<file path="src/rtl/bf16_dot_seq.sv">
// Sequencer around an external combinational bf16 FMA. It streams (a, b) pairs
// into the FMA, feeds the accumulator back as the addend, and presents the final sum.
module bf16_dot_seq #(
    parameter int LEN_W = 5
) (
    input  logic             clk,
    input  logic             rst_n,
    input  logic             start,
    input  logic [LEN_W-1:0] len,
    input  logic [15:0]      c_init,
    input  logic             in_valid,
    output logic             in_ready,
    input  logic [15:0]      in_a,
    input  logic [15:0]      in_b,
    output logic [15:0]      fma_a,
    output logic [15:0]      fma_b,
    output logic [15:0]      fma_c,
    input  logic [15:0]      fma_result,
    input  logic             fma_ov,
    output logic             busy,
    output logic             out_valid,
    input  logic             out_ready,
    output logic [15:0]      out_result,
    output logic             out_ov
);

    typedef enum logic [1:0] {
        ST_IDLE = 2'd0,
        ST_RUN  = 2'd1,
        ST_DONE = 2'd2
    } state_t;

    state_t           state_q, state_d;
    logic [15:0]      acc_q, acc_d;
    logic [LEN_W-1:0] cnt_q, cnt_d;
    logic             ov_q, ov_d;
    logic             accept;

    always_ff @(posedge clk or negedge rst_n) begin
        if (!rst_n) begin
            state_q <= ST_IDLE;
            acc_q   <= 16'h0000;
            cnt_q   <= '0;
            ov_q    <= 1'b0;
        end else begin
            state_q <= state_d;
            acc_q   <= acc_d;
            cnt_q   <= cnt_d;
            ov_q    <= ov_d;
        end
    end

    // Handshake outputs depend on registered state only.
    assign in_ready   = (state_q == ST_RUN);
    assign busy       = (state_q != ST_IDLE);
    assign out_valid  = (state_q == ST_DONE);
    assign out_result = acc_q;
    assign out_ov     = ov_q;

    assign fma_a  = in_ready ? in_a : 16'h0000;
    assign fma_b  = in_ready ? in_b : 16'h0000;
    assign fma_c  = acc_q;
    assign accept = in_valid && in_ready;

    always_comb begin
        state_d = state_q;
        acc_d   = acc_q;
        cnt_d   = cnt_q;
        ov_d    = ov_q;
        unique case (state_q)
            ST_IDLE: begin
                if (start) begin
                    acc_d   = c_init;
                    cnt_d   = len;
                    ov_d    = 1'b0;
                    state_d = (len != '0) ? ST_RUN : ST_DONE;
                end
            end
            ST_RUN: begin
                if (accept) begin
                    acc_d = fma_result;
                    ov_d  = ov_q | fma_ov;
                    cnt_d = cnt_q - 1'b1;
                    // Leaving at a count of one means cnt never wraps.
                    if (cnt_q == {{(LEN_W-1){1'b0}}, 1'b1}) begin
                        state_d = ST_DONE;
                    end
                end
            end
            ST_DONE: begin
                if (out_ready) begin
                    state_d = ST_IDLE;
                end
            end
            default: state_d = ST_IDLE;
        endcase
    end

endmodule

</file>
<file path="config.mk">
export PLATFORM = sky130hd
export DESIGN_NAME = bf16_dot_seq
export DESIGN_NICKNAME = d
export VERILOG_FILES = /design/src/rtl/bf16_dot_seq.sv
export SDC_FILE = /design/constraint.sdc
export NUM_CORES = 1
export LEC_CHECK = 0
export ABC_AREA = 1
export BUFFER_PORTS_ARGS = -buffer_cell sky130_fd_sc_hd__buf_2
export CAP_MARGIN = 20
export CORE_ASPECT_RATIO = 0.7
export CORE_MARGIN = 3
export CORE_UTILIZATION = 36
export CTS_CLUSTER_SIZE = 25
export DETAILED_ROUTE_END_ITERATION = 10
export HOLD_SLACK_MARGIN = 0.08
export PLACE_DENSITY = 0.78
export SETUP_SLACK_MARGIN = 0.5
export SLEW_MARGIN = 0
export SYNTH_ARGS = -nofsm -noshare
export SYNTH_HDL_FRONTEND = slang
export SYNTH_SLANG_ARGS = --single-unit
</file>
<file path="constraint.sdc">
create_clock -name clk -period 1.1 [get_ports clk]
set_input_delay 0.055 -clock clk [delete_from_list [all_inputs] [get_ports clk]]
set_output_delay 0.055 -clock clk [all_outputs]
set_load 0.005 [all_outputs]
</file>
==> summary.md, run 1 <==
| Metric | Value |
|---|---|
| Required arrival time at the worst endpoint | `1.04 ns` |
| CP bufs+invs | `5` |
| Type of the worst setup path | `reg -> out` |
| Async S/R FF share, synth | `1.00` |
| Fmax achieved | `676 MHz` |
| Hpwl dp | `4220 µm` |
| Area fraction of the dominant cell type after synthesis | `0.340` |
| Placer Congestion | `0.833` |
| Remaining antenna violation count after routing | `0` |
| Time the worst path needs with I/O delays and setup | `1.48 ns` |
| Most area-hungry cell type in the Yosys netlist | `dfrtp_1` |
| Final Skew | `0.00108 ns` |
| Clock-pin slew of the registers on the worst-case setup and hold paths | `0.09 ns` |
| CTS HTree Levels | `1` |
| Synthesis warning total | `0` |
| Worst reg2reg path depth | `9` |
| Critical path data arrival time | `1.42 ns` |
| Wire length of the first global-routing pass | `9690 µm` |
| Overall overflow remaining after global route | `0` |
| Mean instance size in the synthesized netlist | `6.16 µm²` |
| Vertical die dimension | `64.6 µm` |
| Post-synth net total | `364` |
| Number of clock sinks | `24` |
| CTS Buf Count | `3` |
| Total Negative Setup Slacks | `-19.50 ns` |
| DIE AREA | `0.00580 mm²` |
| Outcome | `complete, but fails checks` |
| GR Util All Layers | `0.203` |
| Worst slew margin relative to its limit | `0.621` |
| Post-synthesis sequential area ratio | `0.340` |
| RSZ-0062 raised after global routing | `yes` |
| Total power consumption of the routed design | `0.0108 W` |
| Instance count after placement with tap cells included | `486` |
| Area growth, synth to finish | `92.1%` |
| Slowest stage cell on the critical path | `dfrtp_2` |
| Count of buffers from port buffering | `142` |
| Slowest stage delay, CP | `0.38 ns` |
| Detailed-routing iteration count for the pre-antenna-repair pass | `4` |
| Total leakage power | `2.05 nW` |
| Maximum buffer depth of the clock tree | `2` |
| Area of the core region | `0.00453 mm²` |
| Path class of the lowest-slack min-delay path | `in -> async` |
| Vias in the first global route | `2101` |
| Routed wire length per instance | `13.1 µm` |
| PD cells | `3190 mW/mm²` |
| Violated checks | `hold timing, setup timing` |
| DR DRC count | `0` |
| Final Hold Violating Endpoints | `24` |
| Dominant delay contributor by cell family on the critical path | `buffers and inverters` |
| Netlist cell types | `19` |
| Hold Worst Slack | `-0.231 ns` |
| Crit path launch type | `flip-flop` |
| Number of max-capacitance violations reported | `0` |
| Row cnt | `20` |
| Number of antenna violations at the first check in global routing | `0` |
| Final setup vio count | `59` |
| Least-Margin Pin Slew | `0.568 ns` |
| Detailed router's first-iteration violation count | `90` |
| Cell at the root of the clock tree | `clkbuf_8` |
| Peak supply drop | `1770 µV` |
| Antenna cell count | `0` |
| Number of nets in the finished design | `536` |
| TritonCTS clock tree | `yes` |
| Clk_lat worst skew | `0.27 ns` |
| Final instance count without filler cells | `524` |
| Starting density of the core | `0.390` |
| Max-slew violation count | `0` |
| Instance count of the mapped netlist | `287` |
| Most frequent cells after synthesis | `119 x nand2_1, 43 x inv_1, 43 x nor2_1` |
| Launch instance of the worst register-to-register path | `state_q[1]` |
| Seq cells post-synth | `24` |
| Worst setup startpoint | `state_q[0]` |
| Capturing element type of the critical path | `primary output` |
| Top-count cell post-synth | `nand2_1` |
| Largest net degree at the start of global routing | `25` |
| Layout cell share with drive strength beyond 1 | `0.596` |
| Reg-to-reg slack, setup | `-0.35 ns` |
| Routed vias/inst | `4.56` |
| Synthesized cell area | `0.00177 mm²` |
| Final Cycle Share | `1.35` |
| Total wire length | `6850 µm` |
| Cells along the critical path | `inv_2 -> nor2_4 -> inv_2 -> buf_6 -> clkbuf_16 -> nor2_4 -> buf_2` |
| Width of the chip | `89.8 µm` |
| Maximum fanout along the worst path | `5` |
| Total vias in the final route | `2391` |
| Worst Setup Slack, final | `-0.380 ns` |
| Number of enable-type register cells in the synthesized netlist | `0` |
| Ports placed on the boundary | `143` |
| Most used DFF post-synth | `dfrtp_1` |
| Largest cells by area after synthesis | `dfrtp_1 34%, nand2_1 25%, inv_1 9.1%` |
| Worst flop-to-flop path endpoint | `cnt_q[4]` |
metrics by stage:
stage,util,instance area [µm²],hold slack [ns],worst slack (ns)
after floorplan,-,1830,-0.241,-0.0364
after global placement,0.569,2580,0.0733,-0.200
final,0.750,3400,-0.231,-0.380
after detailed placement,0.569,2580,0.0740,-0.246
after CTS,0.660,2990,-0.224,-0.361
after global routing,0.750,3400,-0.205,-0.421
final cells by class:
type                            count  area (µm²)
Clock buffer                        3        41.3
Clock inverter                      1        30.0
Fill cell                         315        1130
Inverter                           46         178
Multi-Input combinational cell    191        1150
Sequential cell                    24         603
Tap cell                           66        82.6
Timing Repair Buffer              193        1320
cells by family (layout without fill, tap and decap cells):
kind of cell / Yosys count / in the layout / synth area share
compound gates: 9 / 9 / 0.0276
simple gates: 179 / 180 / 0.406
buf+inv: 73 / 243 / 0.212
fa+ha+maj: 2 / 2 / 0.0142
flops: 24 / 24 / 0.340
flip-flops by register name, summed over array words and instances (netlist names):
name and flops:
out_ov 1, cnt_q 5, state_q 2, fma_c 16
routing by layer:
layer	share of wire	routed length [µm]	track usage
met5	0	0	0
met4	0.0045	31	0.0287
met3	0.094	642	0.0696
met2	0.50	3410	0.370
met1	0.40	2770	0.240
how the worst max path moves through the flow:
stage / depth (start not counted) / to / slack, ns
floorplan: 8 / fma_c[15] / -0.04
CTS: 6 / fma_b[11] / -0.36
detailed placement: 6 / cnt_q[0] / -0.25
finish: 7 / fma_b[14] / -0.38
global route: 7 / fma_b[11] / -0.42
global placement: 6 / cnt_q[1] / -0.20
placed cells by master, fill, tap and decap left out, drive strengths merged:
master  synthesis  layout
a21oi           1       1
inv            46      46
dfrtp          24      24
bufinv          0       1
nand3          12      12
o21ai           8       8
nor3            1       1
buf            25     191
clkbuf          2       5
ha              2       2
nor2           45      46
nand2         121     121
timing repair:
action                                  in CTS  in global routing
hold endpoints to repair                    33                 24
endpoints found under the setup margin      92                 92
gates resized for setup                     41                 74
pin swaps                                    7                  9
cloned                                       3                  2
buffers inserted                            17                 12
report_power, final:
part	switching [W]	total, W	internal [W]
combinational	0.00412	0.00831	0.00419
clock	0.000299	0.000786	0.000487
sequential	0.000377	0.00173	0.00136
(Power assumes the default switching activity.)
==> run 2, diff against run 1 <==
--- a/config.mk
+++ b/config.mk
@@ -6,15 +6,14 @@
 export NUM_CORES = 1
 export LEC_CHECK = 0
 export ABC_AREA = 1
-export BUFFER_PORTS_ARGS = -buffer_cell sky130_fd_sc_hd__buf_2
 export CAP_MARGIN = 20
-export CORE_ASPECT_RATIO = 0.7
+export CORE_ASPECT_RATIO = 1.75
 export CORE_MARGIN = 3
-export CORE_UTILIZATION = 36
+export CORE_UTILIZATION = 39
 export CTS_CLUSTER_SIZE = 25
 export DETAILED_ROUTE_END_ITERATION = 10
+export DONT_BUFFER_PORTS = 1
 export HOLD_SLACK_MARGIN = 0.08
-export PLACE_DENSITY = 0.78
 export SETUP_SLACK_MARGIN = 0.5
 export SLEW_MARGIN = 0
 export SYNTH_ARGS = -nofsm -noshare
==> constraint.sdc (replaced) <==
create_clock -name clk -period 1.2 [get_ports clk]
set_input_delay 0.06 -clock clk [delete_from_list [all_inputs] [get_ports clk]]
set_output_delay 0.06 -clock clk [all_outputs]
set_load 0.005 [all_outputs]
==> run 2 against run 1 <==
- highest routed layer unchanged
- routed wire length down 7.9%
- combinational power down 27%
- global-route usage up 1.8 points
- the run still ends with hold timing, setup timing left
- first-iteration DRC count down 54%
- hold slack better by 0.18 ns
==> summary.md, run 2 (synthesis gave the netlist of run 1 again) <==
| Metric | Value |
|---|---|
| Path class of the lowest-slack min-delay path | `in -> reg` |
| Final instance count without filler cells | `386` |
| Worst flop-to-flop path endpoint | `fma_c[8]` |
| Ports placed on the boundary | `143` |
| Number of antenna violations at the first check in global routing | `0` |
| Area of the core region | `0.00427 mm²` |
| DIE AREA | `0.00541 mm²` |
| Area growth, synth to finish | `65.5%` |
| Final Cycle Share | `1.13` |
| Most common cell after layout, fill and taps aside | `nand2_1` |
| CTS Buf Count | `3` |
| Row cnt | `31` |
| Clk_lat worst skew | `0.27 ns` |
| Reg-to-reg slack, setup | `-0.14 ns` |
| Filler cell count | `313` |
| Launch instance of the worst register-to-register path | `state_q[0]` |
| Vias in the first global route | `1914` |
| Crit path launch type | `flip-flop` |
| Worst slew margin relative to its limit | `0.873` |
| Final setup vio count | `57` |
| Sequential Power Share | `0.206` |
| Remaining antenna violation count after routing | `0` |
| Routed vias/inst | `4.95` |
| Maximum fanout along the worst path | `9` |
| Worst reg2reg path depth | `10` |
| Commonest cells after routing, fill and taps aside | `101 x nand2_1, 41 x inv_1, 37 x dlygate4sd3_1, 26 x nor2_4, 18 x dfrtp_1` |
| Slowest stage delay, CP | `0.44 ns` |
| DR DRC count | `0` |
| Instance count after placement with tap cells included | `324` |
| Slowest stage cell on the critical path | `dfrtp_2` |
| Total power consumption of the routed design | `0.00852 W` |
| Time the worst path needs with I/O delays and setup | `1.36 ns` |
| PD cells | `2910 mW/mm²` |
| Maximum buffer depth of the clock tree | `2` |
| Capturing element type of the critical path | `primary output` |
| Width of the chip | `56.9 µm` |
| Clk pwr share | `0.084` |
| Number of clock sinks | `24` |
| Type of the worst setup path | `reg -> out` |
| Hold-critical path depth | `3` |
| Final Skew | `0.00686 ns` |
| Placer Congestion | `0.759` |
| Total Negative Setup Slacks | `-7.51 ns` |
| Worst Setup Slack, final | `-0.160 ns` |
| Overall overflow remaining after global route | `0` |
| Clock-pin slew of the registers on the worst-case setup and hold paths | `0.09 ns` |
| Peak supply drop | `2380 µV` |
| TritonCTS clock tree | `yes` |
| Portion of total power attributed to combinational logic | `0.709` |
| Count of buffers from port buffering | `0` |
| Total leakage power | `1.51 nW` |
| Least-Margin Pin Slew | `0.190 ns` |
| Starting density of the core | `0.414` |
| Critical path data arrival time | `1.30 ns` |
| Largest net degree at the start of global routing | `25` |
| Detailed router's first-iteration violation count | `41` |
| Fmax achieved | `735 MHz` |
| Net switching component of the power | `0.00390 W` |
| Sw frac | `0.457` |
| Vertical die dimension | `95.1 µm` |
| Total vias in the final route | `1911` |
| Cell at the root of the clock tree | `clkbuf_8` |
| Violated checks | `hold timing, setup timing` |
| Max-slew violation count | `0` |
| Destination of the worst hold path | `state_q[1]` |
| Largest register FFs | `16` |
| Number of max-capacitance violations reported | `0` |
| Number of nets in the finished design | `415` |
| Detailed-routing iteration count for the pre-antenna-repair pass | `4` |
| Hpwl dp | `3600 µm` |
| CTS HTree Levels | `1` |
| Post-CTS Hold Buffers | `38` |
| Hold Path Origin | `out_ready` |
| Final Hold Violating Endpoints | `1` |
| Required arrival time at the worst endpoint | `1.14 ns` |
| Routed wire length per instance | `16.4 µm` |
| Hold Worst Slack | `-0.0468 ns` |
| RSZ-0062 raised after global routing | `yes` |
| Total internal power | `0.00463 W` |
| Layout cell share with drive strength beyond 1 | `0.347` |
| Total wire length | `6310 µm` |
| Cells along the critical path | `inv_2 -> nor2_4 -> buf_12 -> inv_12 -> buf_12 -> nor2_4` |
| Wire length of the first global-routing pass | `9300 µm` |
| GR Util All Layers | `0.221` |
| Outcome | `complete, but fails checks` |
| Antenna cell count | `0` |
==> run 2: cell types whose count changed in the layout (fill, tap and decap cells not counted), moves of 4 or more <==
cell	delta
dfrtp_2	+4
buf_2	-140
dfrtp_1	-4
buf_6	-9
dlygate4sd3_1	+37
buf_4	-13
nor2_2	+4
==> run 2: how the worst max path moves through the flow <==
stage | from | endpoint | cells after the start
6_report | state_q[0] | fma_a[10] | 6
2_1_floorplan | state_q[0] | fma_c[15] | 8
5_1_grt | state_q[0] | fma_a[2] | 6
3_5_place_dp | state_q[1] | cnt_q[0] | 6
4_1_cts | state_q[0] | state_q[0] | 8
3_3_place_gp | state_q[1] | cnt_q[1] | 6
==> run 2: critical path: cells and delay by family, from the launching register on <==
kind	cells	cell delay [ns]
buffers and inverters	4	0.49
flip-flops	1	0.44
AND/OR/NAND/NOR	2	0.09
==> run 2: layer usage <==
metal	vias to the layer above	global-route usage	wire length [µm]
li1	920	-	-
met1	872	0.215	2100
met2	104	0.432	3560
met3	15	0.0569	494
met4	0	0.0851	157
met5	-	0	0
==> run 2: cell type report <==
type | instances | area (µm²) | area share
multi-input combinational | 191 | 1110 | 0.378
timing repair buffer | 72 | 893 | 0.305
sequential | 24 | 608 | 0.208
inverter | 46 | 185 | 0.0633
tap | 49 | 61.3 | 0.0209
clock buffer | 3 | 41.3 | 0.0141
clock inverter | 1 | 30.0 | 0.0103
==> run 2: power groups by stage <==
stage	registers (W)	clock network (W)	logic (W)
3_3_place_gp	0.00180	0	0.00325
2_1_floorplan	0.00161	0	0.00298
5_1_grt	0.00183	0.000769	0.00659
4_1_cts	0.00176	0.000733	0.00504
6_report	0.00176	0.000718	0.00605
3_5_place_dp	0.00180	0	0.00332
==> run 2: stage by stage <==
stage	util	worst slack (ns)	cell area, µm²	hold WS (ns)
finish	0.686	-0.160	2930	-0.0468
detailed placement	0.424	-0.169	1810	-0.235
floorplan	-	0.0636	1830	-0.236
CTS	0.626	-0.111	2670	-0.0458
global route	0.686	-0.231	2930	-0.0406
global placement	0.424	-0.129	1810	-0.235
==> run 2: repair_timing <==
item                       4_1_cts  5_1_grt
setup endpoints to repair       92       92
pin swaps                        3       15
gates cloned                     5        3
gates resized for setup         58       48
hold endpoints to repair        47        1
buffers inserted                 9        3
